==> config.mk <==
export PLATFORM = sky130hd
export DESIGN_NAME = rom_arbiter
export DESIGN_NICKNAME = d
export VERILOG_FILES = /design/src/rtl/rom_arbiter.sv
export SDC_FILE = /design/constraint.sdc
export NUM_CORES = 1
export LEC_CHECK = 0
export CAP_MARGIN = 20
export CORE_MARGIN = 4
export CORE_UTILIZATION = 35
export DETAILED_ROUTE_END_ITERATION = 12
export GPL_TIMING_DRIVEN = 0
export PLACE_DENSITY = 0.79
export RECOVER_POWER = 100
export SLEW_MARGIN = 30
export SYNTH_ARGS = -nofsm -noshare
export SYNTH_HDL_FRONTEND = slang
export SYNTH_SLANG_ARGS = --single-unit
==> constraint.sdc <==
create_clock -name clk_i -period 1.9 [get_ports clk_i]
set_clock_uncertainty 0.1 [all_clocks]
set_input_delay 0.38 -clock clk_i [delete_from_list [all_inputs] [get_ports clk_i]]
set_output_delay 0.38 -clock clk_i [all_outputs]
set_load 0.02 [all_outputs]
==> src/rtl/rom_arbiter.sv <==
// rom_arbiter: two-port ROM read arbiter with starvation guard and registered responses
module rom_arbiter #(
  parameter int ADDR_W = 32,
  parameter int DATA_W = 32,
  parameter int DEPTH = 64,
  parameter int MAX_WAIT = 4,
  localparam int IDX_W = $clog2(DEPTH),
  localparam int WC_W = $clog2(MAX_WAIT + 1)
) (
  input  logic              clk_i,
  input  logic              rst_n_i,
  input  logic              req0_i,
  input  logic              req1_i,
  input  logic [ADDR_W-1:0] addr0_i,
  input  logic [ADDR_W-1:0] addr1_i,
  output logic              gnt0_o,
  output logic              gnt1_o,
  output logic              rvalid0_o,
  output logic              rvalid1_o,
  input  logic              rready0_i,
  input  logic              rready1_i,
  output logic [DATA_W-1:0] rdata0_o,
  output logic [DATA_W-1:0] rdata1_o,
  output logic              err0_o,
  output logic              err1_o,
  output logic              rom_ce_o,
  output logic [IDX_W-1:0]  rom_addr_o,
  input  logic [DATA_W-1:0] rom_data_i
);
  logic              rvalid0_q, rvalid0_d, rvalid1_q, rvalid1_d;
  logic              err0_q, err0_d, err1_q, err1_d;
  logic [DATA_W-1:0] rdata0_q, rdata0_d, rdata1_q, rdata1_d;
  logic [WC_W-1:0]   wait_q, wait_d;
  logic              elig0, elig1, win1, bad;
  logic [ADDR_W-1:0] addr;
  logic [DATA_W-1:0] word;
  // Arbitration, address decode, ROM drive and next state of both response slots
  always_comb begin
    elig0 = req0_i & (!rvalid0_q | rready0_i);
    elig1 = req1_i & (!rvalid1_q | rready1_i);
    win1 = elig1 & (!elig0 | (wait_q == WC_W'(MAX_WAIT)));
    gnt1_o = rst_n_i & win1;
    gnt0_o = rst_n_i & elig0 & !win1;
    addr = gnt1_o ? addr1_i : addr0_i;
    bad = (addr[1:0] != 2'b00) | ((addr >> 2) >= ADDR_W'(DEPTH));
    rom_ce_o = (gnt0_o | gnt1_o) & !bad;
    rom_addr_o = rom_ce_o ? addr[IDX_W+1:2] : '0;
    word = bad ? '0 : rom_data_i;
    rvalid0_d = gnt0_o | (rvalid0_q & !rready0_i);
    err0_d = gnt0_o ? bad : err0_q;
    rdata0_d = gnt0_o ? word : rdata0_q;
    rvalid1_d = gnt1_o | (rvalid1_q & !rready1_i);
    err1_d = gnt1_o ? bad : err1_q;
    rdata1_d = gnt1_o ? word : rdata1_q;
    wait_d = (gnt1_o | !req1_i) ? '0 : (wait_q < WC_W'(MAX_WAIT)) ? wait_q + 1'b1 : wait_q;
  end
  // State registers; reset discards any pending response
  always_ff @(posedge clk_i or negedge rst_n_i) begin
    if (!rst_n_i) begin
      rvalid0_q <= 1'b0;
      rvalid1_q <= 1'b0;
      err0_q <= 1'b0;
      err1_q <= 1'b0;
      rdata0_q <= '0;
      rdata1_q <= '0;
      wait_q <= '0;
    end else begin
      rvalid0_q <= rvalid0_d;
      rvalid1_q <= rvalid1_d;
      err0_q <= err0_d;
      err1_q <= err1_d;
      rdata0_q <= rdata0_d;
      rdata1_q <= rdata1_d;
      wait_q <= wait_d;
    end
  end
  assign rvalid0_o = rvalid0_q;
  assign rvalid1_o = rvalid1_q;
  assign err0_o = err0_q;
  assign err1_o = err1_q;
  assign rdata0_o = rdata0_q;
  assign rdata1_o = rdata1_q;
endmodule

==> flow_metrics.py, run 1 <==
metrics = {
    "clock_network": {
        "cts-root-buf": "clkbuf_8",
        "cts_sinks": 71,
        "cts_tree": "yes",
        "cts_max_level": 3,
        "clk_pin_slew_ps": 70,
        "cts.path.max_buffers": 2,
        "numCtsBuffers": 9,
        "clock_latency_ps": 340,
    },
    "detailed_routing": {
        "wl_um": 11100,
        "viasPerCell": 5.25,
        "drc": 0,
        "wl_per_cell_um": 19.1,
        "ant_nets": 0,
        "route.vias.total": 3047,
        "first_iter_violations": 100,
        "firstDrtPassIters": 4,
    },
    "layout": {
        "n_antenna_cell": 0,
        "drive_gt1_share_pct": 21.4,
        "final_common_cell": "clkdlybuf4s50_1",
        "layout_common_cells": "159 x clkdlybuf4s50_1, 69 x dfrtp_1, 64 x a22o_1",
        "area_growth_pct": 78.8,
        "final_cells": 580,
        "final_util_pct": 64.7,
        "layout.nets": 571,
    },
    "setup_path": {
        "start_kind": "flop",
        "setup.worst_path.end_class": "output pin",
        "crit_fanout": 7,
        "arrival_ps": 2120,
        "crit_type": "flop to output pin",
        "worst_ep_required_time_ps": 1420,
    },
    "logic_synthesis": {
        "synth.distinct_cells": 30,
        "avgSynthCellArea_um2": 12.6,
        "synth_area_um2": 3190,
        "synth_warnings": 0,
        "synth_fp_nets": 357,
        "synth_area_leaders": "dfrtp_1 56%, a22o_1 18%, and3_1 5.7%",
        "ys_seq_elements": 71,
        "yosysTopAreaCellShare_pct": 55.8,
        "synth.largest_area_cell": "dfrtp_1",
        "seq_area_frac_synth_pct": 55.8,
        "syn_inst": 253,
    },
    "global_route": {
        "grt_pass1_wl_um": 16500,
        "grt.total_usage_pct": 19.8,
        "grt_max_degree": 53,
        "overflow": 0,
        "grt_pass1_vias": 3246,
        "antenna_found_initial": 0,
    },
    "power_and_ir_drop": {
        "intPower_mw": 2.58,
        "peakVddDrop_mv": 0.350,
        "p_switching_mw": 0.830,
        "leakagePower_nw": 2.71,
        "p_seq_share_pct": 45.0,
        "p_comb_share_pct": 15.4,
        "switching_share_pct": 24.4,
        "p_clk_share_pct": 39.6,
        "power_density_nw_per_um2": 599,
        "total_power_mw": 3.41,
    },
    "timing": {
        "fin_ws_ps": -701,
        "finalMaxSlewViolations": 0,
        "rsz0062_at_grt": "yes",
        "hold_violations": 0,
        "holdWs_ps": 404,
        "fin_crit_sh_pct": 137,
        "min_period_ps": 2600,
        "fmax_mhz": 384,
        "worst_pin_slew_ps": 1210,
        "slew_headroom_pct": 19.1,
        "setup_viol": 61,
    },
    "floorplan": {
        "die_h_um": 103,
        "die-width_um": 103,
        "die_area_um2": 10700,
        "core-area_um2": 8810,
        "rows": 34,
        "io_pins": 179,
        "start_util_pct": 36.2,
    },
    "run": {
        "max_cap_violations": 0,
    },
    "placement": {
        "io_buffers": 178,
        "globalplace.congestion": 0.797,
        "dpl.cell_count": 540,
        "dpl.hpwl_um": 7930,
        "pre_cts_ws_ps": -1540,
    },
    "status": {
        "violations": "setup timing",
        "status": "finished with violations",
    },
    "worst_hold_path": {
        "hold_class": "flop to flop",
    },
}
-- path summary, 6_finish.rpt --
kind	endpoint	start	cells after the start	slack (ps)
worst max register to register	rdata1_o[25]$_DFFE_PN0N_	wait_q[1]$_DFFE_PN0P_	11	-300
worst max-delay path	rom_addr_o[0]	wait_q[1]$_DFFE_PN0P_	9	-700
min in group asynchronous	rdata0_o[0]$_DFFE_PN0P_	rst_n_i	2	560
worst min register to register	rdata0_o[24]$_DFFE_PN0P_	rdata0_o[24]$_DFFE_PN0P_	1	400
worst min-delay path	rdata0_o[24]$_DFFE_PN0P_	rdata0_o[24]$_DFFE_PN0P_	1	400
max in group asynchronous	rvalid1_o$_DFF_PN0_	rst_n_i	2	340
-- worst max-delay path: stages, from the launching register on --
cell and delay (ps):
dfrtp_1 390, inv_1 70, ha_2 180, nand2_2 70
a311oi_4 340, buf_6 180, nand2_8 50, buf_8 130
a32o_2 250, buf_6 130
-- registers in the layout, summed over array words and instances, names as in the netlist --
signal	flops
rvalid1_o	1
err1_o	1
err0_o	1
wait_q	3
rvalid0_o	1
rdata1_o	32
rdata0_o	32
-- metrics by stage --
step | setup TNS, ps | area [µm²]
finish | -12240 | 5690
CTS | -18730 | 5660
global route | -18690 | 5690
detailed placement | -47350 | 5150
floorplan | -1690 | 3210
global placement | -387670 | 5130
-- cells in the mapped netlist --
library cell / n
inv_1: 6
a32o_1: 6
nand3_1: 3
nand4_1: 1
nor4_4: 1
nor4_1: 9
buf_2: 3
a311oi_4: 1
xor2_1: 1
nand2b_1: 2
mux2i_1: 2
nand2_2: 1
nand4_2: 1
mux2_2: 1
a41o_2: 1
nand2_4: 1
nor2_1: 5
nor2b_1: 1
ha_1: 2
dfrtp_1: 71
nor4b_4: 1
nor3_1: 3
and3_1: 29
nor4_2: 3
clkbuf_1: 12
nand2_1: 3
buf_6: 8
a21oi_1: 2
and3_2: 9
a22o_1: 64
-- power by group through the flow --
stage	Combinational [mW]	Sequential, mW	Clock, mW
final	0.527	1.53	1.35
after global routing	0.566	1.53	1.44
after CTS	0.514	1.53	1.36
after detailed placement	0.459	1.56	0
after global placement	0.442	1.56	0
after floorplan	0.136	1.57	0
-- kinds of logic after synthesis --
kind of cell               Yosys count  synth area share (%)
muxes                                3                 0.982
and+or+nand+nor                     73                  15.8
AOI/OAI and AO/OA                   74                  21.0
adders and majority gates            2                 0.785
DFF                                 71                  55.8
xor gates and xnor gates             1                 0.275
buffers and inverters               29                  5.42
-- timing repair --
action	4_1_cts	5_1_grt
resized for setup	81	17
endpoints found under the setup margin	75	78
gates cloned	4	0
pin swaps	10	16
buffers inserted	17	7
hold endpoints to repair	22	37
hold buffers	1	2
-- per-layer routing --
metal  wire [µm]  GRT usage, %  up-vias
met4         106          3.98        0
li1            -             -     1411
met1        4390          23.2     1506
met3         804          6.17       10
met2        5790          35.8      120
met5           0             0        -
-- final cells by class --
| cell class | instances | area (µm²) |
|---|---|---|
| repair buffers | 206 | 2080 |
| clock buffers | 10 | 128 |
| clock inverters | 6 | 92.6 |
| well taps | 108 | 135 |
| inverters | 6 | 27.5 |
| fillers | 692 | 3110 |
| multi-input cells | 153 | 1290 |
| flip-flops and latches | 71 | 1780 |
| plain buffers | 20 | 156 |
Power figures use the tool's default switching activity.
==> run 2, diff against run 1 <==
--- a/config.mk
+++ b/config.mk
@@ -5,6 +5,7 @@
 export SDC_FILE = /design/constraint.sdc
 export NUM_CORES = 1
 export LEC_CHECK = 0
+export ABC_CLOCK_PERIOD_IN_PS = 1900
 export CAP_MARGIN = 20
 export CORE_MARGIN = 4
 export CORE_UTILIZATION = 35
==> results of run 2 <==
Final layout, timing and power as in run 1 (identical DEF).
==> run 3, diff against run 2 <==
--- a/config.mk
+++ b/config.mk
@@ -8,10 +8,10 @@
 export ABC_CLOCK_PERIOD_IN_PS = 1900
 export CAP_MARGIN = 20
 export CORE_MARGIN = 4
-export CORE_UTILIZATION = 35
+export CORE_UTILIZATION = 30
 export DETAILED_ROUTE_END_ITERATION = 12
 export GPL_TIMING_DRIVEN = 0
-export PLACE_DENSITY = 0.79
+export PLACE_DENSITY = 0.7
 export RECOVER_POWER = 100
 export SLEW_MARGIN = 30
 export SYNTH_ARGS = -nofsm -noshare
==> flow_metrics.py, run 3 (synthesis gave the netlist of run 1 again) <==
metrics = {
    "worst_hold_path": {
        "hold_class": "primary input to asynchronous set/reset pin",
    },
    "floorplan": {
        "core-area_um2": 10300,
        "die_area_um2": 12300,
        "die-width_um": 111,
        "start_util_pct": 30.9,
        "die_h_um": 111,
        "rows": 37,
        "io_pins": 179,
    },
    "placement": {
        "placed_area_um2": 5180,
        "globalplace.congestion": 0.935,
        "io_buffers": 178,
        "dpl.hpwl_um": 8210,
        "dpl.cell_count": 568,
    },
    "setup_path": {
        "setup.worst_path.end_class": "output pin",
        "start_kind": "flop",
        "arrival_ps": 2120,
        "crit_fanout": 7,
        "worst_ep_required_time_ps": 1420,
        "crit_type": "flop to output pin",
    },
    "detailed_routing": {
        "viasPerCell": 4.95,
        "ant_nets": 0,
        "drc": 0,
        "first_iter_violations": 97,
        "wl_um": 11300,
        "wl_per_cell_um": 18.4,
        "route.vias.total": 3043,
        "firstDrtPassIters": 4,
    },
    "timing": {
        "hold_violations": 0,
        "slew_headroom_pct": 68.4,
        "fin_crit_sh_pct": 137,
        "fin_ws_ps": -705,
        "setup_viol": 77,
        "fmax_mhz": 384,
        "finalMaxSlewViolations": 0,
        "min_period_ps": 2600,
        "rsz0062_at_grt": "yes",
        "worst_pin_slew_ps": 474,
    },
    "status": {
        "status": "finished with violations",
        "violations": "setup timing",
    },
    "clock_network": {
        "cts.path.max_buffers": 2,
        "clock_latency_ps": 340,
        "cts_tree": "yes",
        "clk_pin_slew_ps": 80,
        "cts_sinks": 71,
        "cts-root-buf": "clkbuf_8",
        "numCtsBuffers": 9,
        "cts_max_level": 3,
    },
    "power_and_ir_drop": {
        "intPower_mw": 2.76,
        "leakagePower_nw": 2.81,
        "p_comb_share_pct": 15.3,
        "power_density_nw_per_um2": 605,
        "p_switching_mw": 0.821,
        "p_seq_share_pct": 42.7,
        "switching_share_pct": 22.9,
        "p_clk_share_pct": 41.9,
        "peakVddDrop_mv": 0.359,
    },
    "global_route": {
        "grt_pass1_vias": 3293,
        "grt_pass1_wl_um": 18000,
        "grt.total_usage_pct": 18.2,
        "antenna_found_initial": 0,
        "grt_max_degree": 39,
        "overflow": 0,
    },
    "layout": {
        "layout.nets": 578,
        "n_antenna_cell": 0,
        "final_cells": 615,
        "final_common_cell": "clkdlybuf4s50_1",
        "layout_common_cells": "158 x clkdlybuf4s50_1, 69 x dfrtp_1, 64 x a22o_1",
        "area_growth_pct": 86.0,
        "design_area_um2": 5930,
        "drive_gt1_share_pct": 23.4,
        "n_fill_cell": 890,
    },
    "run": {
        "max_cap_violations": 0,
    },
}
-- run 3: cell count changes in the layout (fill, tap and decap cells not counted), sizes merged --
| cell | change |
|---|---|
| clkinv | +1 |
| bufinv | +1 |
| clkbuf | +2 |
| buf | +6 |
| inv | -2 |
| clkdlybuf4s50 | -1 |
-- run 3: repair_timing --
item | 4_1_cts | 5_1_grt
pin swaps | 6 | 20
gates cloned | 3 | 1
setup buffers | 21 | 7
setup endpoints to repair | 80 | 78
endpoints found under the hold margin | 34 | 0
hold buffers | 1 | 0
gates resized for setup | 70 | 26
-- run 3: final cells by class --
cell class                 count  area, µm²  area share (%)
inverter                       6       26.3           0.443
tap                          136        170            2.87
multi-input combinational    153       1310            22.0
clock inverter                 6        115            1.94
buffer                        22        176            2.98
sequential                    71       1780            30.0
timing repair buffer         211       2210            37.4
clock buffer                  10        138            2.32
-- run 3: metrics by stage --
| stage | hold slack [ps] | utilization (%) | total power, mW | TNS [ps] | worst slack [ps] |
|---|---|---|---|---|---|
| finish | 2.29 | 57.4 | 3.58 | -17530 | -705 |
| global route | 15.6 | 57.4 | 3.74 | -24110 | -801 |
| CTS | 3.61 | 56.1 | 3.59 | -20150 | -791 |
| detailed placement | 283 | 50.2 | 2.02 | -53130 | -1540 |
| global placement | 386 | 50.0 | 2.01 | -402100 | -4150 |
| floorplan | -15.6 | - | 1.70 | -1690 | -232 |
-- run 3: power groups by stage --
stage	combinational (mW)	clock [mW]	sequential (mW)
2_1_floorplan	0.136	0	1.57
3_3_place_gp	0.450	0	1.56
3_5_place_dp	0.460	0	1.56
4_1_cts	0.529	1.53	1.53
5_1_grt	0.593	1.61	1.53
6_report	0.549	1.50	1.53
-- run 3: per-layer routing --
layer / global-route usage, % / vias up / share of wire [%]
met5: 0 / - / 0
met4: 4.14 / 0 / 1.0
met3: 5.51 / 10 / 6.3
met2: 30.6 / 120 / 50
met1: 23.2 / 1485 / 43
li1: - / 1428 / -
-- run 3: worst max-delay path, stage by stage (launching register included) --
cell	delay, ps
dfrtp_1	380
inv_1	60
ha_2	180
nand2_2	70
a311oi_4	240
buf_6	150
buf_8	100
nand2_8	50
buf_6	130
a32o_2	280
buf_6	130
-- run 3: path summary, 6_finish.rpt --
path                                         startpoint                       end  slack (ps)  cells past startpoint
min in group clk_i              rdata0_o[4]$_DFFE_PN0P_   rdata0_o[4]$_DFFE_PN0P_         410                      1
worst max-delay path              wait_q[0]$_DFFE_PN0P_             rom_addr_o[1]        -700                     10
worst max register to register    wait_q[0]$_DFFE_PN0P_  rdata0_o[20]$_DFFE_PN0P_        -210                     12
worst min-delay path                            rst_n_i  rdata1_o[29]$_DFFE_PN0N_           2                      2
max in group asynchronous                       rst_n_i   rdata0_o[7]$_DFFE_PN0P_        1480                      2
worst min register to register  rdata0_o[4]$_DFFE_PN0P_   rdata0_o[4]$_DFFE_PN0P_         410                      1
